[src/rtl/req_arbiter_4_if.sv]
// Handshake bundle between the request arbiter and its requesters / downstream encoder.
// master drives requests and acknowledges; slave is the arbiter side.
interface req_arbiter_4_if;
  logic [3:0] req;
  logic       ack;
  logic       en;
  logic [3:0] y;
  logic [3:0] pending;
  logic       timeout_err;

  modport master (
    output req,
    output ack,
    input  en,
    input  y,
    input  pending,
    input  timeout_err
  );

  modport slave (
    input  req,
    input  ack,
    output en,
    output y,
    output pending,
    output timeout_err
  );
endinterface

[src/rtl/req_arbiter_4.sv]
// Round-robin arbiter: sticky pending flags issued one at a time as a registered one-hot grant,
// with an ack handshake and a grant-cycle watchdog that aborts unacknowledged grants.
module req_arbiter_4 #(
  parameter int unsigned TIMEOUT = 15,
  parameter int unsigned CNT_W   = 8
) (
  input logic           clk,
  input logic           rst,
  req_arbiter_4_if.slave bus
);

  typedef enum logic [1:0] {
    IDLE    = 2'd0,
    GRANT   = 2'd1,
    RELEASE = 2'd2
  } state_e;

  state_e             state_q, state_d;
  logic [1:0]         last_idx_q, last_idx_d;
  logic [1:0]         sel_q, sel_d;
  logic [CNT_W-1:0]   cnt_q, cnt_d;
  logic [3:0]         pending_q, pending_d;
  logic [3:0]         y_q, y_d;
  logic               en_q, en_d;
  logic               timeout_err_q, timeout_err_d;

  logic [1:0]         sel_idx;
  logic               sel_found;
  logic [1:0]         cand;
  logic               timeout_hit;
  logic [3:0]         clr;

  // Search starts just after the last granted index so it is considered last.
  always_comb begin
    sel_found = 1'b0;
    sel_idx   = last_idx_q;
    cand      = '0;
    for (int unsigned i = 1; i <= 4; i++) begin
      cand = last_idx_q + 2'(i);
      if (!sel_found && pending_q[cand]) begin
        sel_found = 1'b1;
        sel_idx   = cand;
      end
    end
  end

  assign timeout_hit = (cnt_q == CNT_W'(TIMEOUT - 1));
  assign clr         = ((state_q == GRANT) && bus.ack) ? y_q : '0;

  always_ff @(posedge clk) begin
    if (rst) begin
      state_q       <= IDLE;
      last_idx_q    <= 2'd3;
      sel_q         <= '0;
      cnt_q         <= '0;
      pending_q     <= '0;
      y_q           <= '0;
      en_q          <= 1'b0;
      timeout_err_q <= 1'b0;
    end else begin
      state_q       <= state_d;
      last_idx_q    <= last_idx_d;
      sel_q         <= sel_d;
      cnt_q         <= cnt_d;
      pending_q     <= pending_d;
      y_q           <= y_d;
      en_q          <= en_d;
      timeout_err_q <= timeout_err_d;
    end
  end

  always_comb begin
    state_d = state_q;
    case (state_q)
      IDLE:    if (sel_found) state_d = GRANT;
      GRANT:   if (bus.ack || timeout_hit) state_d = RELEASE;
      RELEASE: state_d = IDLE;
      default: state_d = IDLE;
    endcase
  end

  // Next registered outputs; ack takes priority over the timeout abort.
  always_comb begin
    pending_d     = (pending_q & ~clr) | bus.req;
    en_d          = en_q;
    y_d           = y_q;
    cnt_d         = cnt_q;
    last_idx_d    = last_idx_q;
    sel_d         = sel_q;
    timeout_err_d = 1'b0;
    case (state_q)
      IDLE: begin
        if (sel_found) begin
          y_d   = 4'b0001 << sel_idx;
          en_d  = 1'b1;
          cnt_d = '0;
          sel_d = sel_idx;
        end else begin
          y_d  = '0;
          en_d = 1'b0;
        end
      end
      GRANT: begin
        if (bus.ack) begin
          en_d       = 1'b0;
          y_d        = '0;
          last_idx_d = sel_q;
        end else if (timeout_hit) begin
          en_d          = 1'b0;
          y_d           = '0;
          last_idx_d    = sel_q;
          timeout_err_d = 1'b1;
        end else begin
          cnt_d = cnt_q + 1'b1;
        end
      end
      RELEASE: begin
        en_d = 1'b0;
        y_d  = '0;
      end
      default: begin
        en_d = 1'b0;
        y_d  = '0;
      end
    endcase
  end

  assign bus.en          = en_q;
  assign bus.y           = y_q;
  assign bus.pending     = pending_q;
  assign bus.timeout_err = timeout_err_q;

endmodule

[src/flat_wrapper.sv]
// flat-port wrapper written by rule: the top's interface ports become plain ports
module req_arbiter_4_flat 
#(
  parameter int unsigned TIMEOUT = 15,
  parameter int unsigned CNT_W   = 8
)
  (clk, rst, bus_req, bus_ack, bus_en, bus_y, bus_pending, bus_timeout_err);
  req_arbiter_4_if bus_i ();
  input logic clk;
  input logic rst;
  input wire logic [$bits(bus_i.req)-1:0] bus_req;
  input wire logic [$bits(bus_i.ack)-1:0] bus_ack;
  output wire logic [$bits(bus_i.en)-1:0] bus_en;
  output wire logic [$bits(bus_i.y)-1:0] bus_y;
  output wire logic [$bits(bus_i.pending)-1:0] bus_pending;
  output wire logic [$bits(bus_i.timeout_err)-1:0] bus_timeout_err;
  assign bus_i.req = bus_req;
  assign bus_i.ack = bus_ack;
  assign bus_en = bus_i.en;
  assign bus_y = bus_i.y;
  assign bus_pending = bus_i.pending;
  assign bus_timeout_err = bus_i.timeout_err;
  req_arbiter_4 #(.TIMEOUT(TIMEOUT), .CNT_W(CNT_W)) u_core (.clk(clk), .rst(rst), .bus(bus_i));
endmodule
[config.mk]
export PLATFORM = sky130hd
export DESIGN_NAME = req_arbiter_4_flat
export DESIGN_NICKNAME = d
export VERILOG_FILES = /design/src/rtl/req_arbiter_4_if.sv /design/src/rtl/req_arbiter_4.sv /design/src/flat_wrapper.sv
export SDC_FILE = /design/constraint.sdc
export NUM_CORES = 1
export LEC_CHECK = 0
export CAP_MARGIN = 40
export CORE_MARGIN = 4
export CORE_UTILIZATION = 25
export DETAILED_ROUTE_END_ITERATION = 16
export PLACE_DENSITY_LB_ADDON = 0.12
export SETUP_SLACK_MARGIN = 0.4
export SLEW_MARGIN = 20
export SYNTH_ARGS = -nofsm -noshare
export SYNTH_HDL_FRONTEND = slang
export SYNTH_SLANG_ARGS = --single-unit
[constraint.sdc]
create_clock -name clk -period 2.9 [get_ports clk]
set_input_delay 0.725 -clock clk [delete_from_list [all_inputs] [get_ports clk]]
set_output_delay 0.725 -clock clk [all_outputs]
set_load 0.02 [all_outputs]
==> Yosys cells after proc, flatten, opt, wreduce, memory -nomap -nowiden <==
Cells that the tools add are included.
{ "word_totals": {"register_bits": 24, "inputBits": 7, "out_inout_bits": 10} }
{ "classes": {"addsub": 4, "n_mux": 35, "reduce_logical": 16, "eq_ne": 7, "magnitude_cmp": 4, "n_bitwise": 4, "shifts": 1} }
{ "op_table": {"columns": ["operator", "n"], "rows": [
  ["8-bit two-way mux", 3],
  ["2-bit two-way mux", 8],
  ["4-bit two-way mux", 4],
  ["8-bit case mux with 2 select lines", 1],
  ["2-bit by 3-bit less-than comparator with 1-bit output (second input constant)", 4],
  ["1-bit two-way mux", 12],
  ["8-bit by 1-bit adder with 8-bit output (second input constant)", 1],
  ["1-bit binary-select mux with 2-bit select", 4],
  ["8-bit by 4-bit equality test with 1-bit output (second input constant)", 1],
  ["4-bit case mux with 2 select lines", 1],
  ["2-bit inequality test (second input constant)", 3],
  ["2-bit AND reduction", 3],
  ["2-bit adder (second input constant)", 2],
  ["4-bit bitwise AND", 1],
  ["1-bit logical AND", 4],
  ["4-bit inverter", 1],
  ["4-bit bitwise OR", 1],
  ["2-bit case mux with 2 select lines", 1],
  ["4-bit AND reduction", 1],
  ["2-bit nonzero test", 2],
  ["1-bit by 2-bit << shifter with 4-bit output (first input constant)", 1],
  ["1-bit logical NOT", 3],
  ["3-bit by 2-bit inequality test with 1-bit output (second input constant)", 1],
  ["3-bit OR reduction", 1],
  ["7 further kinds", 7]
]} }

==> Longest topological paths before layout <==
Gate-level depths: netlist of run 1.
{ "logic_depth": {"word_depth": 16, "depth_mapped": 7, "depth_no_buf": 6} }

==> Worst setup path before layout of run 1 <==
No wires, ideal clock.
{ "synth_path": {"path_kind": "input to register", "startpoint": "input bus_ack", "endpoint": "register u_core.cnt_q[1]", "setup_slack_ns": 1.008, "setup_time_ns": 0.067, "path_stages": 5, "path_buffers": 1, "t_arrival_ns": 1.824, "cell_sequence": "or3b_1 > buf_6 > a21o_4 > or3_1 > a21oi_2"} }
{ "synth_via": {"elab_chain_len": 2} }
{ "synth_rtl": {"columns": ["item", "line", "rtl"], "rows": [
  ["from (decl)", "flat_wrapper.sv:12", "input wire logic [$bits(bus_i.ack)-1:0] bus_ack;"],
  ["2-bit inequality test (no line)", null, null],
  ["4-bit AND reduction (no line)", null, null],
  ["to (signal assigned)", "req_arbiter_4.sv:64", "cnt_q <= cnt_d;"],
  ["to (decl)", "req_arbiter_4.sv:21", "logic [CNT_W-1:0] cnt_q, cnt_d;"]
]} }
Every way passes these cells.
A chain may end at the register's enable or synchronous reset.

==> Worst setup path in the final report of run 1 <==
Same ends and word-level chain as after synthesis.

==> results.ini, run 1 <==
[outcome]
status = complete, no violations

[detailed_routing]
dr.pass1.iters = 2
drt_iter0_markers = 30
drc = 0
drtAntennaViolNets = 0
wl_per_cell_um = 13.4
via_per_inst = 4.82
vias = 949
routed_wl_um = 2640

[sta]
final.period_utilization_pct = 75.9
finClkSkew_ns = 0.00432
hold_viol_final = 0
worst_pin_slew_ns = 0.675
rsz0062_at_grt = false
max_freq_mhz = 454
fin_setup_tns_ns = 0
finalSetupViolations = 0
slew-limit-headroom_pct = 55.0
hold_ws_ns = 0.475
min_period_ns = 2.20
slew_viol_final = 0

[global_routing]
grt_pass1_vias = 973
grt_max_degree = 14
grt_overflow = 0
antenna_found_initial = 0
grt_pass1_wl_um = 4480
grtUsageTotal_pct = 10.5

[clocking]
cts_tree = done
clock_latency_ns = 0.27
holdBufCountCts = 0
clk_path_buf_depth = 2
cts-resized-gates = 0
h-tree-depth = 1
cts-root-buf = clkbuf_8
cts_setup_buffers = 0
clk_pin_slew_ns = 0.09
cts.sink_count = 24
cts-buffers-inserted = 3

[synthesis]
ys_top_cells_by_area = dfxtp_1 42%, nor2_1 6.9%, a21oi_1 4.8%, xnor2_1 4.6%, nand2_1 3.0%
yosys_warnings = 0
synth_area_um2 = 1140
synth.avg_cell_area_um2 = 8.83
ys_types = 37
synthArstFlopShare_pct = 0
synth-seq-area-share_pct = 42.2
synth_cells = 129
synth-seq-cells = 24
synth_top_area_share_pct = 42.2
yosysTopAreaCell = dfxtp_1
synth_nets = 138
synth-edff-count = 0
synth.most_common_cell = dfxtp_1
synth.top_cells.by_count = 24 x dfxtp_1, 21 x nor2_1, 11 x a21oi_1
synth_ff_type = dfxtp_1

[setup_path]
crit_path_start_kind = input pin
worstPathMaxFanout = 6
worstPathCellList = clkdlybuf4s50_1 -> or3b_1 -> a21o_4 -> or3_1 -> a21oi_2
endpoint_kind = flip-flop
reg2reg_slack_ns = 1.07
slowest_stage = or3b_1
startpoint = bus_ack
crit_arrival_ns = 2.41
ff2ff_path_depth = 6
cp_num_buf_inv = 1
r2r-start = u_core.cnt_q[0]
cp.required_ns = 3.10
cp_top_family = simple AND/OR/NAND/NOR gates
critPathMaxStageDelay_ns = 0.51
r2r-end = u_core.cnt_q[1]
worst-setup-path-type = in2reg

[layout]
seq_area_um2 = 480
drive_gt1_share_pct = 8.97
area_growth_pct = 23.0
fillers = 472
multi_input_area_um2 = 617
n_antenna_cell = 0
fin_nets = 155

[placement]
place.gp.congestion = 0.788
io_buffer_count = 16
place_hpwl_um = 1940

[job]
max_cap_viol_count = 0

[floorplanning]
die_height_um = 75.5
die_width_um = 75.5
num_io_pins = 17
die_area_um2 = 5700
coreArea_um2 = 4380
initial_core_util_pct = 26.0
rows = 24

[hold_path]
hold_path_depth = 2
min_path_type = reg2reg
min_from = u_core.sel_q[1]
min_to = u_core.sel_q[1]

[power_and_ir_drop]
ir_drop_mv = 0.186
power_density_nw_per_um2 = 521
leakage_nw = 0.485

cell type report:
class | instances | area share, %
tap | 52 | 4.65
clock buffer | 4 | 3.93
sequential | 24 | 34.3
multi-input combinational | 96 | 44.1
inverter | 4 | 1.07
timing repair buffer | 17 | 12.0
how the worst max path moves through the flow:
stage | endpoint | cells past startpoint
after detailed placement | u_core.cnt_q[1] | 5
final | u_core.cnt_q[1] | 5
after CTS | u_core.cnt_q[1] | 5
after global routing | u_core.cnt_q[1] | 5
after global placement | u_core.cnt_q[1] | 5
after floorplan | u_core.cnt_q[1] | 5
cells by family (layout without fill, tap and decap cells):
logic type | count (synthesis) | after routing | synth area share [%]
flip-flops | 24 | 24 | 42.2
multiplexers | 2 | 2 | 1.76
adder cells (fa/ha/maj) | 2 | 2 | 2.20
AND/OR/NAND/NOR | 58 | 58 | 27.1
XOR/XNOR | 6 | 6 | 4.62
buffers and inverters | 9 | 25 | 3.63
AO/OA/AOI/OAI | 28 | 28 | 18.5
report_power, final:
part	switching [mW]	leakage, nW	internal, mW	total (mW)
Clock	0.114	0.0288	0.121	0.235
Combinational	0.0682	0.259	0.0561	0.124
Sequential	0.0204	0.197	0.350	0.370
Total	0.202	0.485	0.527	0.730
tightest hold or removal path, cell delays in order (launching register included):
cell and delay [ns]:
dfxtp_1 0.32, nand2_1 0.05, a21oi_1 0.06
layout by cell type (no fill, tap or decap), types with 2 or more instances in the layout:
cell type        synthesis  routed
dfxtp_1                 24      24
nor2_1                  21      21
clkdlybuf4s50_1          0      16
a21oi_1                 11      11
nand2_1                  9       9
xnor2_1                  6       6
inv_1                    4       4
nor4_1                   4       4
clkbuf_8                 0       4
nand2b_1                 3       3
nand3_1                  3       3
a211oi_1                 3       3
o21ai_0                  3       3
nor3_1                   3       3
nor2b_1                  2       2
mux2i_1                  2       2
nor3b_1                  2       2
a31o_2                   2       2
nand3b_1                 2       2
o41ai_1                  2       2
ha_1                     2       2
sequential cells by signal, indices dropped and copies added, names as in the netlist:
signal and flops:
u_core.bus.en 1, u_core.bus.pending 4, u_core.bus.timeout_err 1, u_core.bus.y 4, u_core.cnt_q 8, u_core.last_idx_q 2
u_core.sel_q 2, u_core.state_q 2
routing by layer:
| metal | GRT usage, % | vias up | share of wire (%) |
|---|---|---|---|
| li1 | - | 485 | - |
| met1 | 13.2 | 434 | 48 |
| met2 | 16.1 | 24 | 45 |
| met3 | 4.09 | 6 | 5.7 |
| met4 | 4.08 | 0 | 1.9 |
| met5 | 0 | - | 0 |
per-stage QoR:
step	power (mW)	instance area [µm²]	cells	worst slack [ns]	util (%)
2_1_floorplan	0.455	1140	129	1.01	-
5_1_grt	0.769	1400	197	0.612	31.9
6_report	0.730	1400	197	0.698	31.9
3_3_place_gp	0.504	1350	193	0.468	30.7
4_1_cts	0.736	1400	197	0.697	31.9
3_5_place_dp	0.503	1350	193	0.417	30.7
(Power assumes the default switching activity.)
==> run 2: changes to the inputs <==
==> constraint.sdc (replaced) <==
create_clock -name clk -period 1.8 [get_ports clk]
set_input_delay 0.45 -clock clk [delete_from_list [all_inputs] [get_ports clk]]
set_output_delay 0.45 -clock clk [all_outputs]
set_load 0.02 [all_outputs]
==> run 2 against run 1 <==
Sequential share of layout area is 2.6 points lower. Via count is 8.2% higher. Die area stayed put. Count of clock-buffer cells in the layout is 1 lower. Cell count is 6.1% higher. Core utilization is 4.4 points higher. Critical path type is now reg2reg.
==> results.ini, run 2 (synthesis results as in run 1) <==
[sta]
final.period_utilization_pct = 81.0
max_freq_mhz = 686
finalSetupViolations = 0  ; unchanged
rsz0062_at_grt = true  ; was false
min_period_ns = 1.46
worst_pin_slew_ns = 0.475  ; was 0.675 ns
slew-limit-headroom_pct = 68.1  ; was 55.0%
finClkSkew_ns = 0.00379  ; was 0.00432 ns
fin_setup_tns_ns = 0  ; unchanged
hold_viol_final = 0  ; unchanged
slew_viol_final = 0  ; unchanged
hold_ws_ns = 0.465  ; was 0.475 ns

[detailed_routing]
wl_per_cell_um = 14.5  ; was 13.4 µm
via_per_inst = 4.91  ; was 4.82
wl_met3_um = 113  ; was 151 µm
vias = 1027  ; was 949
drt_iter0_markers = 22  ; was 30
wl_met1_um = 1410  ; was 1260 µm
drtAntennaViolNets = 0  ; unchanged
dr.pass1.iters = 4  ; was 2
route.met2.wl_um = 1460  ; was 1180 µm
routed_wl_um = 3030  ; was 2640 µm
drc = 0  ; unchanged
highest_layer = met4  ; unchanged

[clocking]
holdBufCountCts = 0  ; unchanged
cts_tree = done  ; unchanged
cts-buffers-inserted = 3  ; unchanged
clk_path_buf_depth = 2  ; unchanged
cts-root-buf = clkbuf_8  ; unchanged
clk_pin_slew_ns = 0.09  ; about the same
h-tree-depth = 1  ; unchanged
clock_latency_ns = 0.27  ; about the same
cts.sink_count = 24  ; unchanged

[layout]
final_core_util_pct = 36.3  ; was 31.9%
final_cell_mix = 21 x nor2_1, 12 x dfxtp_1, 11 x buf_4, 10 x a21oi_1, 9 x nand2_1  ; was 24 x dfxtp_1, 21 x nor2_1, 16 x clkdlybuf4s50_1, 11 x a21oi_1, 9 x nand2_1
fin_nets = 167  ; was 155
largest_register = u_core.cnt_q  ; unchanged
drive_gt1_share_pct = 39.5  ; was 8.97%
area_growth_pct = 39.9  ; was 23.0%
largest_register_ffs = 8  ; unchanged
n_antenna_cell = 0  ; unchanged
final_common_cell = nor2_1  ; was dfxtp_1
postLayoutCellArea_um2 = 1590  ; was 1400 µm²

[power_and_ir_drop]
ir_drop_mv = 0.334  ; was 0.186 mV
leakage_nw = 0.580  ; was 0.485 nW
power_density_nw_per_um2 = 735  ; was 521 nW/µm²
total_power_mw = 1.17  ; was 0.730 mW

[setup_path]
endpoint = u_core.cnt_q[1]  ; unchanged
startpoint = u_core.state_q[1]  ; was bus_ack
worstPathMaxFanout = 5  ; was 6
reg2reg_slack_ns = 0.34  ; was 1.07 ns
worst-setup-path-type = reg2reg  ; was in2reg
slowest_stage = or3b_4  ; was or3b_1
crit_arrival_ns = 1.67  ; was 2.41 ns
critPathMaxStageDelay_ns = 0.39  ; was 0.51 ns
r2r-end = u_core.cnt_q[1]  ; unchanged
ff2ff_path_depth = 4  ; was 6
r2r-start = u_core.state_q[1]  ; was u_core.cnt_q[0]
crit_path_start_kind = flip-flop  ; was input pin
cp.required_ns = 2.01  ; was 3.10 ns
endpoint_kind = flip-flop  ; unchanged
worstPathCellList = or3b_4 -> a21o_4 -> or3_4 -> a21oi_2  ; was clkdlybuf4s50_1 -> or3b_1 -> a21o_4 -> or3_1 -> a21oi_2

[job]
max_cap_viol_count = 0  ; unchanged

[floorplanning]
die_width_um = 75.5  ; unchanged
rows = 24  ; unchanged
initial_core_util_pct = 26.0  ; unchanged
die_area_um2 = 5700  ; unchanged
coreArea_um2 = 4380  ; unchanged
die_height_um = 75.5  ; unchanged
num_io_pins = 17  ; unchanged

[global_routing]
grt_pass1_vias = 1036  ; was 973
grtUsageTotal_pct = 11.4  ; was 10.5%
grt_pass1_wl_um = 4860  ; was 4480 µm
grt_overflow = 0  ; unchanged
grt_max_degree = 14  ; unchanged
antenna_found_initial = 0  ; unchanged

[placement]
place_hpwl_um = 2160  ; was 1940 µm
io_buffer_count = 16  ; unchanged
place.gp.congestion = 0.795  ; was 0.788
placed_area_um2 = 1440  ; was 1350 µm²

[hold_path]
min_path_type = reg2reg  ; unchanged

[outcome]
status = complete, no violations  ; unchanged

## run 2: routing by layer
layer  GRT usage (%)  up-vias
met4            5.05        0
met1            13.7      494
met2            19.2       18
met5               0        -
li1                -      510
met3            2.77        5
## run 2: worst max-delay path, delay by kind of cell, from the launching register on
kind	cells	cell delay (ns)
flops	1	0.35
simple gates	2	0.72
compound gates	2	0.33
## run 2: area by class of cell
type	instances	area, µm²
clock inverters	1	3.75
flip-flops and latches	24	505
well taps	52	65.1
inverters	4	15.0
clock buffers	3	41.3
multi-input cells	96	716
fillers	448	2790
repair buffers	29	246
## run 2: worst min path at each step
stage	depth (start not counted)	slack, ns	startpoint	end
finish	2	0.46	u_core.sel_q[1]	u_core.sel_q[1]
global route	2	0.50	u_core.sel_q[1]	u_core.sel_q[1]
CTS	2	0.46	u_core.sel_q[1]	u_core.sel_q[1]
detailed placement	2	0.45	u_core.sel_q[1]	u_core.sel_q[1]
global placement	2	0.45	u_core.sel_q[1]	u_core.sel_q[1]
floorplan	2	0.44	u_core.sel_q[1]	u_core.sel_q[1]
## run 2: repair_timing
action,CTS,global route
cloned,0,0
buffers inserted,2,1
gates resized for setup,49,16
pin swaps,6,4
setup endpoints to repair,28,18
## run 2: where the power goes
group | total, mW | switching [mW] | internal (mW) | leakage [nW]
sequential | 0.599 | 0.0342 | 0.565 | 0.201
clock | 0.332 | 0.179 | 0.153 | 0.0231
combinational | 0.240 | 0.127 | 0.112 | 0.356
total | 1.17 | 0.340 | 0.831 | 0.580
## run 2: stage by stage
stage | setup WS, ns | std cells
2_1_floorplan | 0.183 | 129
3_3_place_gp | -0.265 | 202
3_5_place_dp | -0.331 | 202
4_1_cts | 0.338 | 208
5_1_grt | 0.305 | 209
6_report | 0.342 | 209
==> run 3: changes to the inputs <==
==> constraint.sdc (replaced) <==
create_clock -name clk -period 1.43 [get_ports clk]
set_input_delay 0.3575 -clock clk [delete_from_list [all_inputs] [get_ports clk]]
set_output_delay 0.3575 -clock clk [all_outputs]
set_load 0.02 [all_outputs]
==> run 3 against run 2 <==
The run now ends with setup timing left. Core utilization up 8.6 points. Total power up 38%. Critical path depth unchanged. Hold slack better by 0.025 ns. Maximum frequency up 0.65%. Non-clock buffer count up 25. Register-to-register slack worse by 0.36 ns. Sequential share of layout area down 5.6 points. Cell area up 24%. First-iteration DRC count down 32%.
==> results.ini, run 3 (synthesis results as in run 1) <==
[outcome]
status = complete, but fails checks  ; was complete, no violations
violations = setup timing

[layout]
drive_gt1_share_pct = 61.3  ; was 39.5%
final_cell_mix = 25 x buf_4, 23 x buf_6, 19 x nor2_1, 13 x dfxtp_2  ; was 21 x nor2_1, 12 x dfxtp_1, 11 x buf_4, 10 x a21oi_1, 9 x nand2_1
multi_input_area_um2 = 826  ; was 716 µm²
n_antenna_cell = 0  ; unchanged
fin_nets = 192  ; was 167
area_growth_pct = 73.1  ; was 39.9%
largest_register = u_core.cnt_q  ; unchanged
layout.cells.non_filler = 233  ; was 209
largest_register_ffs = 8  ; unchanged
seq_area_um2 = 515  ; was 505 µm²
fillers = 439  ; was 448
final_common_cell = buf_4  ; was nor2_1

[detailed_routing]
via_per_inst = 4.73  ; was 4.91
vias = 1102  ; was 1027
drt_iter0_markers = 15  ; was 22
drc = 0  ; unchanged
drtAntennaViolNets = 0  ; unchanged
wl_met1_um = 1380  ; was 1410 µm
wl_met3_um = 86  ; was 113 µm
dr.pass1.iters = 4  ; unchanged
wl_per_cell_um = 13.9  ; was 14.5 µm
routed_wl_um = 3230  ; was 3030 µm
highest_layer = met4  ; unchanged
route.met2.wl_um = 1740  ; was 1460 µm

[power_and_ir_drop]
power_density_nw_per_um2 = 818  ; was 735 nW/µm²
total_power_mw = 1.61  ; was 1.17 mW
leakage_nw = 0.777  ; was 0.580 nW
ir_drop_mv = 0.354  ; was 0.334 mV

[clocking]
cts_tree = done  ; unchanged
h-tree-depth = 1  ; unchanged
clk_pin_slew_ns = 0.08  ; was 0.09 ns
cts-root-buf = clkbuf_8  ; unchanged
holdBufCountCts = 0  ; unchanged
cts-buffers-inserted = 3  ; unchanged
cts.sink_count = 24  ; unchanged
clock_latency_ns = 0.26  ; was 0.27 ns
clk_path_buf_depth = 2  ; unchanged

[setup_path]
r2r-start = u_core.state_q[0]  ; was u_core.state_q[1]
worst-setup-path-type = reg2reg  ; unchanged
cp.required_ns = 1.63  ; was 2.01 ns
endpoint = u_core.cnt_q[1]  ; unchanged
r2r-end = u_core.cnt_q[1]  ; unchanged
worstPathMaxFanout = 4  ; was 5
crit_path_start_kind = flip-flop  ; unchanged
ff2ff_path_depth = 4  ; unchanged
endpoint_kind = flip-flop  ; unchanged
crit_arrival_ns = 1.65  ; was 1.67 ns
reg2reg_slack_ns = -0.02  ; was 0.34 ns
startpoint = u_core.state_q[0]  ; was u_core.state_q[1]

[sta]
hold_viol_final = 0  ; unchanged
finClkSkew_ns = 0.00278  ; was 0.00379 ns
worst_pin_slew_ns = 0.391  ; was 0.475 ns
slew-limit-headroom_pct = 73.9  ; was 68.1%
layout_setup_ws_ns = -0.0181  ; was 0.342 ns
max_freq_mhz = 691  ; was 686 MHz
finalSetupViolations = 2  ; was 0
slew_viol_final = 0  ; unchanged
final.period_utilization_pct = 101  ; was 81.0%
min_period_ns = 1.45  ; was 1.46 ns
rsz0062_at_grt = true  ; unchanged

[floorplanning]
die_area_um2 = 5700  ; unchanged
die_height_um = 75.5  ; unchanged
rows = 24  ; unchanged
die_width_um = 75.5  ; unchanged
num_io_pins = 17  ; unchanged
coreArea_um2 = 4380  ; unchanged
initial_core_util_pct = 26.0  ; unchanged

[global_routing]
antenna_found_initial = 0  ; unchanged
grt_max_degree = 13  ; was 14
grt_pass1_vias = 1168  ; was 1036
grt_overflow = 0  ; unchanged
grtUsageTotal_pct = 12.7  ; was 11.4%
grt_pass1_wl_um = 5400  ; was 4860 µm

[placement]
numPlacedInstances = 210  ; was 202
place_hpwl_um = 2230  ; was 2160 µm
io_buffer_count = 16  ; unchanged
place.gp.congestion = 0.748  ; was 0.795

[job]
max_cap_viol_count = 0  ; unchanged

[hold_path]
min_path_type = reg2reg  ; unchanged

==> run 3: through the flow <==
step / area [µm²] / hold WS [ns] / setup TNS, ns / worst slack (ns) / utilization (%)
detailed placement: 1590 / 0.479 / -6.68 / -0.613 / 36.3
CTS: 1850 / 0.492 / -0.0386 / -0.0182 / 42.1
global placement: 1590 / 0.457 / -6.17 / -0.542 / 36.3
global route: 1970 / 0.511 / -0.450 / -0.0940 / 44.9
floorplan: 1280 / 0.440 / -0.141 / -0.127 / -
finish: 1970 / 0.490 / -0.0196 / -0.0181 / 44.9
==> run 3: final cells by class <==
type	count	share of cell area [%]
clock buffer	3	2.10
inverter	4	0.762
multi-input combinational	96	41.9
sequential	24	26.2
tap	52	3.30
timing repair buffer	54	25.8
==> run 3: layer usage <==
metal	track usage, %	vias up
li1	-	559
met1	14.0	525
met2	23.4	14
met3	3.03	4
met4	4.66	0
met5	0	-
==> run 3: worst min path at each step <==
stage,start,cells after the start,to,slack (ns)
floorplan,u_core.sel_q[1],2,u_core.sel_q[1],0.44
global placement,u_core.sel_q[1],2,u_core.sel_q[1],0.46
detailed placement,u_core.sel_q[1],2,u_core.sel_q[1],0.48
CTS,u_core.sel_q[1],2,u_core.sel_q[1],0.49
global route,u_core.sel_q[1],2,u_core.sel_q[1],0.51
finish,u_core.sel_q[1],2,u_core.sel_q[1],0.49
==> run 3: power by group <==
part / leakage, nW / internal, mW / switching, mW
Sequential: 0.203 / 0.713 / 0.0478
Clock: 0.0216 / 0.188 / 0.206
Combinational: 0.552 / 0.246 / 0.210
==> run 3: timing repair <==
action	CTS	global route
setup buffers	13	7
pin swaps	18	14
endpoints found under the setup margin	34	34
resized for setup	95	19
gates cloned	0	0
==> run 3: worst max-delay path: stages, from the launching register on <==
cell	delay (ns)
dfxtp_2	0.34
or3b_4	0.41
a21o_4	0.20
or3_4	0.33
a21oi_2	0.11
